$ cat config.mk
export PLATFORM = sky130hd
export DESIGN_NAME = wb_port_arbiter_flat
export DESIGN_NICKNAME = d
export VERILOG_FILES = /design/src/rtl/wb_pkg.sv /design/src/rtl/wb_port_arbiter_if.sv /design/src/rtl/mux3to1.sv /design/src/rtl/wb_port_arbiter_rr_pick3.sv /design/src/rtl/wb_port_arbiter.sv /design/src/flat_wrapper.sv
export SDC_FILE = /design/constraint.sdc
export NUM_CORES = 1
export LEC_CHECK = 0
export CAP_MARGIN = 10
export CELL_PAD_IN_SITES_DETAIL_PLACEMENT = 0
export CELL_PAD_IN_SITES_GLOBAL_PLACEMENT = 2
export CORE_MARGIN = 2
export CORE_UTILIZATION = 22
export DETAILED_ROUTE_END_ITERATION = 7
export PLACE_DENSITY = 0.87
export RECOVER_POWER = 100
export SETUP_SLACK_MARGIN = 0.02
export SKIP_LAST_GASP = 1
export SLEW_MARGIN = 10
export SYNTH_ARGS = -nofsm -noshare
export SYNTH_HDL_FRONTEND = slang
export SYNTH_HIERARCHICAL = 1
export SYNTH_SLANG_ARGS = --single-unit
$ cat constraint.sdc
create_clock -name clk -period 6.32 [get_ports clk]
set_input_delay 1.58 -clock clk [delete_from_list [all_inputs] [get_ports clk]]
set_output_delay 1.58 -clock clk [all_outputs]
set_load 0.02 [all_outputs]
$ cat src/rtl/wb_pkg.sv
// rtl/wb_pkg.sv - shared write-back constants, mux select codes and pointer helper
package wb_pkg;

  localparam int DATA_W = 32;
  localparam int ADDR_W = 5;
  localparam int NREQ   = 3;

  localparam logic [1:0] SEL_ALU  = 2'b00;
  localparam logic [1:0] SEL_LOAD = 2'b01;
  localparam logic [1:0] SEL_MUL  = 2'b10;
  localparam logic [1:0] SEL_IDLE = 2'b11;

  // Rotating pointer moves just past the winner; index 2 wraps to 0.
  function automatic logic [1:0] next_ptr(input logic [1:0] k);
    return (k == 2'd2) ? 2'd0 : k + 2'd1;
  endfunction

endpackage

$ cat src/rtl/wb_port_arbiter_if.sv
// rtl/wb_port_arbiter_if.sv - requester/hold inputs and write-back command bundle
interface wb_port_arbiter_if #(
  parameter int DATA_W = 32,
  parameter int ADDR_W = 5,
  parameter int NREQ   = 3
) ();

  logic [NREQ-1:0]   req;
  logic [ADDR_W-1:0] rd0;
  logic [ADDR_W-1:0] rd1;
  logic [ADDR_W-1:0] rd2;
  logic [DATA_W-1:0] d0;
  logic [DATA_W-1:0] d1;
  logic [DATA_W-1:0] d2;
  logic              hold;
  logic [NREQ-1:0]   gnt;
  logic [1:0]        wb_sel;
  logic              wb_we;
  logic [ADDR_W-1:0] wb_addr;
  logic [DATA_W-1:0] wb_data;

  modport master (
    output req, rd0, rd1, rd2, d0, d1, d2, hold,
    input  gnt, wb_sel, wb_we, wb_addr, wb_data
  );

  modport slave (
    input  req, rd0, rd1, rd2, d0, d1, d2, hold,
    output gnt, wb_sel, wb_we, wb_addr, wb_data
  );

endinterface

$ cat src/rtl/mux3to1.sv
// rtl/mux3to1.sv - three-input select mux shared with the write-back datapath
module mux3to1 import wb_pkg::*; #(
  parameter int W = 32
) (
  input  logic [W-1:0] a0,
  input  logic [W-1:0] a1,
  input  logic [W-1:0] a2,
  input  logic [1:0]   sel,
  output logic [W-1:0] y
);

  always_comb begin
    case (sel)
      SEL_ALU:  y = a0;
      SEL_LOAD: y = a1;
      SEL_MUL:  y = a2;
      default:  y = '0;
    endcase
  end

endmodule

$ cat src/rtl/wb_port_arbiter_rr_pick3.sv
// rtl/wb_port_arbiter_rr_pick3.sv - combinational rotating-priority picker for three requesters
module rr_pick3 import wb_pkg::*; (
  input  logic [2:0] req,
  input  logic [1:0] ptr,
  input  logic       hold,
  output logic [2:0] gnt,
  output logic [1:0] idx,
  output logic       valid
);

  logic [1:0] o0, o1, o2;

  always_comb begin
    case (ptr)
      2'd0:    begin o0 = 2'd0; o1 = 2'd1; o2 = 2'd2; end
      2'd1:    begin o0 = 2'd1; o1 = 2'd2; o2 = 2'd0; end
      default: begin o0 = 2'd2; o1 = 2'd0; o2 = 2'd1; end
    endcase

    valid = 1'b0;
    idx   = SEL_IDLE;
    if (!hold) begin
      if (req[o0]) begin
        valid = 1'b1;
        idx   = o0;
      end else if (req[o1]) begin
        valid = 1'b1;
        idx   = o1;
      end else if (req[o2]) begin
        valid = 1'b1;
        idx   = o2;
      end
    end

    gnt = valid ? (3'b001 << idx) : 3'b000;
  end

endmodule

$ cat src/rtl/wb_port_arbiter.sv
// rtl/wb_port_arbiter.sv - round-robin owner of the register-file write-back port
// Optional contention counter output conflict_cnt enabled by WB_ARB_PERF_EN.
module wb_port_arbiter import wb_pkg::*; #(
  parameter int DATA_W = 32,
  parameter int ADDR_W = 5,
  parameter int NREQ   = 3
) (
  input  logic                clk,
  input  logic                reset,
`ifdef WB_ARB_PERF_EN
  output logic [31:0]         conflict_cnt,
`endif
  wb_port_arbiter_if.slave    bus
);

  logic [1:0]        ptr;
  logic [1:0]        idx;
  logic              valid;
  logic [NREQ-1:0]   gnt;
  logic [DATA_W-1:0] mux_data;
  logic [ADDR_W-1:0] mux_addr;

  // Reset masks the grant so nothing is consumed while the port restarts.
  rr_pick3 u_pick (
    .req   (bus.req),
    .ptr   (ptr),
    .hold  (bus.hold | reset),
    .gnt   (gnt),
    .idx   (idx),
    .valid (valid)
  );

  assign bus.gnt = gnt;

  mux3to1 #(.W(DATA_W)) u_data_mux (
    .a0  (bus.d0),
    .a1  (bus.d1),
    .a2  (bus.d2),
    .sel (idx),
    .y   (mux_data)
  );

  mux3to1 #(.W(ADDR_W)) u_addr_mux (
    .a0  (bus.rd0),
    .a1  (bus.rd1),
    .a2  (bus.rd2),
    .sel (idx),
    .y   (mux_addr)
  );

  always_ff @(posedge clk) begin
    if (reset) begin
      ptr         <= 2'd0;
      bus.wb_we   <= 1'b0;
      bus.wb_sel  <= SEL_IDLE;
      bus.wb_addr <= '0;
      bus.wb_data <= '0;
    end else if (valid) begin
      ptr         <= next_ptr(idx);
      bus.wb_sel  <= idx;
      // Writes to x0 are consumed but never reach the register file.
      bus.wb_we   <= (mux_addr != '0);
      bus.wb_addr <= mux_addr;
      bus.wb_data <= mux_data;
    end else begin
      bus.wb_we   <= 1'b0;
      bus.wb_sel  <= SEL_IDLE;
    end
  end

`ifdef WB_ARB_PERF_EN
  logic [31:0] cnt;

  always_ff @(posedge clk) begin
    if (reset) begin
      cnt <= '0;
    end else if ((|(bus.req & ~gnt)) && (cnt != 32'hFFFF_FFFF)) begin
      cnt <= cnt + 32'd1;
    end
  end

  assign conflict_cnt = cnt;
`endif

endmodule
$ cat src/flat_wrapper.sv
// flat-port wrapper written by rule: the top's interface ports become plain ports
module wb_port_arbiter_flat import wb_pkg::*;
#(
  parameter int DATA_W = 32,
  parameter int ADDR_W = 5,
  parameter int NREQ   = 3
)
  (clk, reset, bus_req, bus_rd0, bus_rd1, bus_rd2, bus_d0, bus_d1, bus_d2, bus_hold, bus_gnt, bus_wb_sel, bus_wb_we, bus_wb_addr, bus_wb_data);
  wb_port_arbiter_if #(.DATA_W(DATA_W), .ADDR_W(ADDR_W), .NREQ(NREQ)) bus_i ();
  input  logic clk;
  input  logic reset;
  input wire logic [$bits(bus_i.req)-1:0] bus_req;
  input wire logic [$bits(bus_i.rd0)-1:0] bus_rd0;
  input wire logic [$bits(bus_i.rd1)-1:0] bus_rd1;
  input wire logic [$bits(bus_i.rd2)-1:0] bus_rd2;
  input wire logic [$bits(bus_i.d0)-1:0] bus_d0;
  input wire logic [$bits(bus_i.d1)-1:0] bus_d1;
  input wire logic [$bits(bus_i.d2)-1:0] bus_d2;
  input wire logic [$bits(bus_i.hold)-1:0] bus_hold;
  output wire logic [$bits(bus_i.gnt)-1:0] bus_gnt;
  output wire logic [$bits(bus_i.wb_sel)-1:0] bus_wb_sel;
  output wire logic [$bits(bus_i.wb_we)-1:0] bus_wb_we;
  output wire logic [$bits(bus_i.wb_addr)-1:0] bus_wb_addr;
  output wire logic [$bits(bus_i.wb_data)-1:0] bus_wb_data;
  assign bus_i.req = bus_req;
  assign bus_i.rd0 = bus_rd0;
  assign bus_i.rd1 = bus_rd1;
  assign bus_i.rd2 = bus_rd2;
  assign bus_i.d0 = bus_d0;
  assign bus_i.d1 = bus_d1;
  assign bus_i.d2 = bus_d2;
  assign bus_i.hold = bus_hold;
  assign bus_gnt = bus_i.gnt;
  assign bus_wb_sel = bus_i.wb_sel;
  assign bus_wb_we = bus_i.wb_we;
  assign bus_wb_addr = bus_i.wb_addr;
  assign bus_wb_data = bus_i.wb_data;
  wb_port_arbiter #(.DATA_W(DATA_W), .ADDR_W(ADDR_W), .NREQ(NREQ)) u_core (.clk(clk), .reset(reset), .bus(bus_i));
endmodule
==> flow_summary_export.csv <==
group,metric,value,unit
power,ir_drop,0.08785,mV
cells_and_area,nets,509,
global_routing,grt_pass1_vias,2461,
global_routing,grt_max_degree,42,
yosys,ys_warn_count,6,
clock_tree,ctsResizeCount,0,
floorplan,initial_core_util,0.2270,
placement,place_inst,525,
power,total_power,729.9,uW
clock_tree,post-cts-setup-buffer-count,0,
clock_tree,cts_tree,"done",
clock_tree,cts_buffers,5,
critical_path,worst_path_most_repeated_cell,"dlygate4sd3_1",
timing,whs,0.4865,ns
floorplan,rows,38,
yosys,synth_cell_types,23,
power,pwr_density_cell,170.2,nW/um2
route,vias_per_cell,4.443,
clock_tree,cts-hold-fix-buffers,0,
yosys,synth.area.top_cells,"dfxtp_1, mux2i_1, o2bb2ai_1, o2bb2ai_2, nor2_1",
cells_and_area,ff_latch_area,840.8,um2
min_path,whs_path_depth,2,
route,drt_pass1_iterations,4,
clock_tree,clockBufferDepth,2,
clock_tree,htreeDepth,2,
timing,setup_violations,0,
min_path,hold_end,"u_core/bus.wb_data[28]",
placement,dp_hpwl,5.553,mm
timing,period_needed,4.991,ns
yosys,synth_top_area_cell,"dfxtp_1",
cells_and_area,diodes,0,
global_routing,gr-total-overflow,0,
global_routing,grtUsageTotal,0.1278,
yosys,synth-seq-area-share,0.3387,
critical_path,worstPathRequired,4.74,ns
yosys,synth_cells,244,
timing,hold_viol,0,
clock_tree,clkSlewWorstSetupHoldPaths,0.06,ns
floorplan,io_pins,160,
timing,max_freq,200.4,MHz
critical_path,startpoint_type,"input port",
power,leakage,0.001824,uW
timing,tightestPinTransition,1.375,ns
critical_path,worstSetupPathType,"in -> out",
timing,slew_headroom,0.08350,
critical_path,timing.rr.end,"u_core/bus.wb_we",
critical_path,reg2reg_slack,3.53,ns
floorplan,die_w,110.2,um
route,wl,7.607,mm
critical_path,critPathMaxFanout,6,
cells_and_area,multi_input_area,1480,um2
cells_and_area,drive_gt1_frac,0.07634,
floorplan,core,10940,um2
timing,finalCritPeriodShare,0.7897,
global_routing,antenna_found_initial,0,
yosys,avgSynthCellArea,10.17,um2
floorplan,die_height,110.2,um
critical_path,cp.arrival,3.41,ns
timing,final_max_slew_viol_count,0,
placement,routabilityCongestion,0.7333,
outcome,status,"finished clean",
job,maxCapViolCount,0,
global_routing,grt_first_pass_wirelength,12.12,mm
yosys,synth_seq_cells,42,
yosys,syn_nets,361,
critical_path,cp_slowest_cell,"dlygate4sd3_1",
route,dr_total_vias,2368,
clock_tree,cts.sinks,42,
min_path,hold_class,"reg -> reg",
cells_and_area,layout.cells.non_filler,533,
cells_and_area,area_delta_synth_final,72.78,%
critical_path,crit_family,"buffers and inverters",
route,drc,0,
route,wire_per_inst,14.27,um
critical_path,r2r_cells,7,
min_path,hp-start,"u_core/bus.wb_data[28]",
timing,fin_skew,0.005004,ns
critical_path,path_buf_inv,2,
critical_path,cpPeakStageDelay,0.66,ns
route,drt_iter0_markers,44,
route,ant_nets,0,
yosys,synth_top_area_frac,0.3387,
timing,rsz0062_at_grt,"false",
clock_tree,cts-root-buf,"clkbuf_16",
placement,portBuffers,159,
yosys,syn_area,2482,um2
clock_tree,clk_latency,0.28,ns
timing,fin_setup_tns,0,ns
floorplan,dieArea,12150,um2
critical_path,critPathCaptureType,"output port",
critical_path,regToRegStartpoint,"u_core/ptr[0]",
cells_and_area,fill_cells,1101,
critical_path,path_cells,"dlygate4sd3_1 -> or2_0 -> and3b_1 -> dlygate4sd3_1",
[worst register-to-register path, stage by stage (launching register included)]
cell and delay, ns:
dfxtp_1 0.37, a21boi_0 0.12, o21ai_0 0.36, clkbuf_2 1.10, mux2i_1 0.31, o2bb2ai_1 0.14
nor3_1 0.20, a21oi_1 0.09
[state kept, by name (all words and copies together) (netlist names)]
signal and count:
u_core/ptr 2, u_core/bus.wb_addr 5, u_core/bus.wb_data 32, u_core/bus.wb_sel 2
u_core/bus.wb_we 1
[metal layers]
layer	part of all wire	wire length, um	vias to the layer above	track usage
met5	0	0	-	0
met4	0.0050	38	0	0.02946
met3	0.097	740	2	0.04292
met2	0.49	3703	100	0.2314
met1	0.41	3124	1086	0.1444
li1	-	-	1180	-
[synth_stat cells]
cell type	n
a21boi_0	1
a21oi_1	7
and3b_1	1
buf_2	2
buf_4	6
buf_6	8
clkbuf_1	6
dfxtp_1	42
inv_1	2
mux2i_1	74
nand2b_1	5
nand3b_1	1
nor2_1	39
nor2b_2	1
nor2b_4	2
nor3_1	2
nor3b_2	1
o21ai_1	2
o22ai_1	1
o2bb2ai_1	27
o2bb2ai_2	10
or2_2	3
or3b_1	1
[final cells by class]
cell class,count,share of cell area
clock buffers,8,0.03880
flip-flops and latches,42,0.1960
repair buffers,163,0.3775
inverters,2,0.001750
well taps,140,0.04084
multi-input cells,178,0.3451
[per-stage QoR]
step | instance area [um2] | setup WS, ns | utilization
finish | 4289 | 1.329 | 0.3922
global route | 4289 | 1.245 | 0.3922
CTS | 4303 | 1.546 | 0.3935
detailed placement | 4136 | 1.558 | 0.3783
global placement | 4136 | 1.553 | 0.3783
floorplan | 2482 | 2.125 | -
[cells in the final DEF, fill, tap and decap left out]
master and n:
a21boi_0 1, a21oi_1 6, a21oi_4 1, and3b_1 1
buf_4 3, clkbuf_16 5, clkbuf_2 1, clkbuf_8 3
clkdlybuf4s50_1 115, dfxtp_1 42, dlygate4sd3_1 44, inv_1 2
mux2i_1 74, nand2b_1 4, nand2b_2 1, nand3b_1 1
nor2_1 39, nor2b_2 1, nor2b_4 2, nor3_1 2
nor3b_2 1, o21ai_0 1, o21ai_1 1, o22ai_1 1
o2bb2ai_1 27, o2bb2ai_2 10, or2_0 1, or2_2 2
or3b_1 1
[logic make-up after synthesis]
group / synth area share
AND/OR/NAND/NOR: 0.1129
buffers and inverters: 0.07057
flip-flops: 0.3387
multiplexers: 0.2984
AO/OA/AOI/OAI: 0.1794
[how the worst max path moves through the flow]
| stage | to | slack (ns) | cells past startpoint | from |
|---|---|---|---|---|
| final | bus_gnt[0] | 1.33 | 4 | reset |
| after global routing | bus_gnt[0] | 1.24 | 4 | reset |
| after CTS | bus_gnt[0] | 1.55 | 4 | reset |
| after detailed placement | bus_gnt[0] | 1.56 | 4 | reset |
| after global placement | bus_gnt[1] | 1.55 | 4 | reset |
| after floorplan | bus_gnt[1] | 2.13 | 3 | reset |
[report_power, final]
part	internal [uW]	leakage, uW	switching [uW]
sequential	271	0.000340	3.14
clock	179	0.0000832	98.3
combinational	108	0.00140	70.4
(Power assumes the default switching activity.)
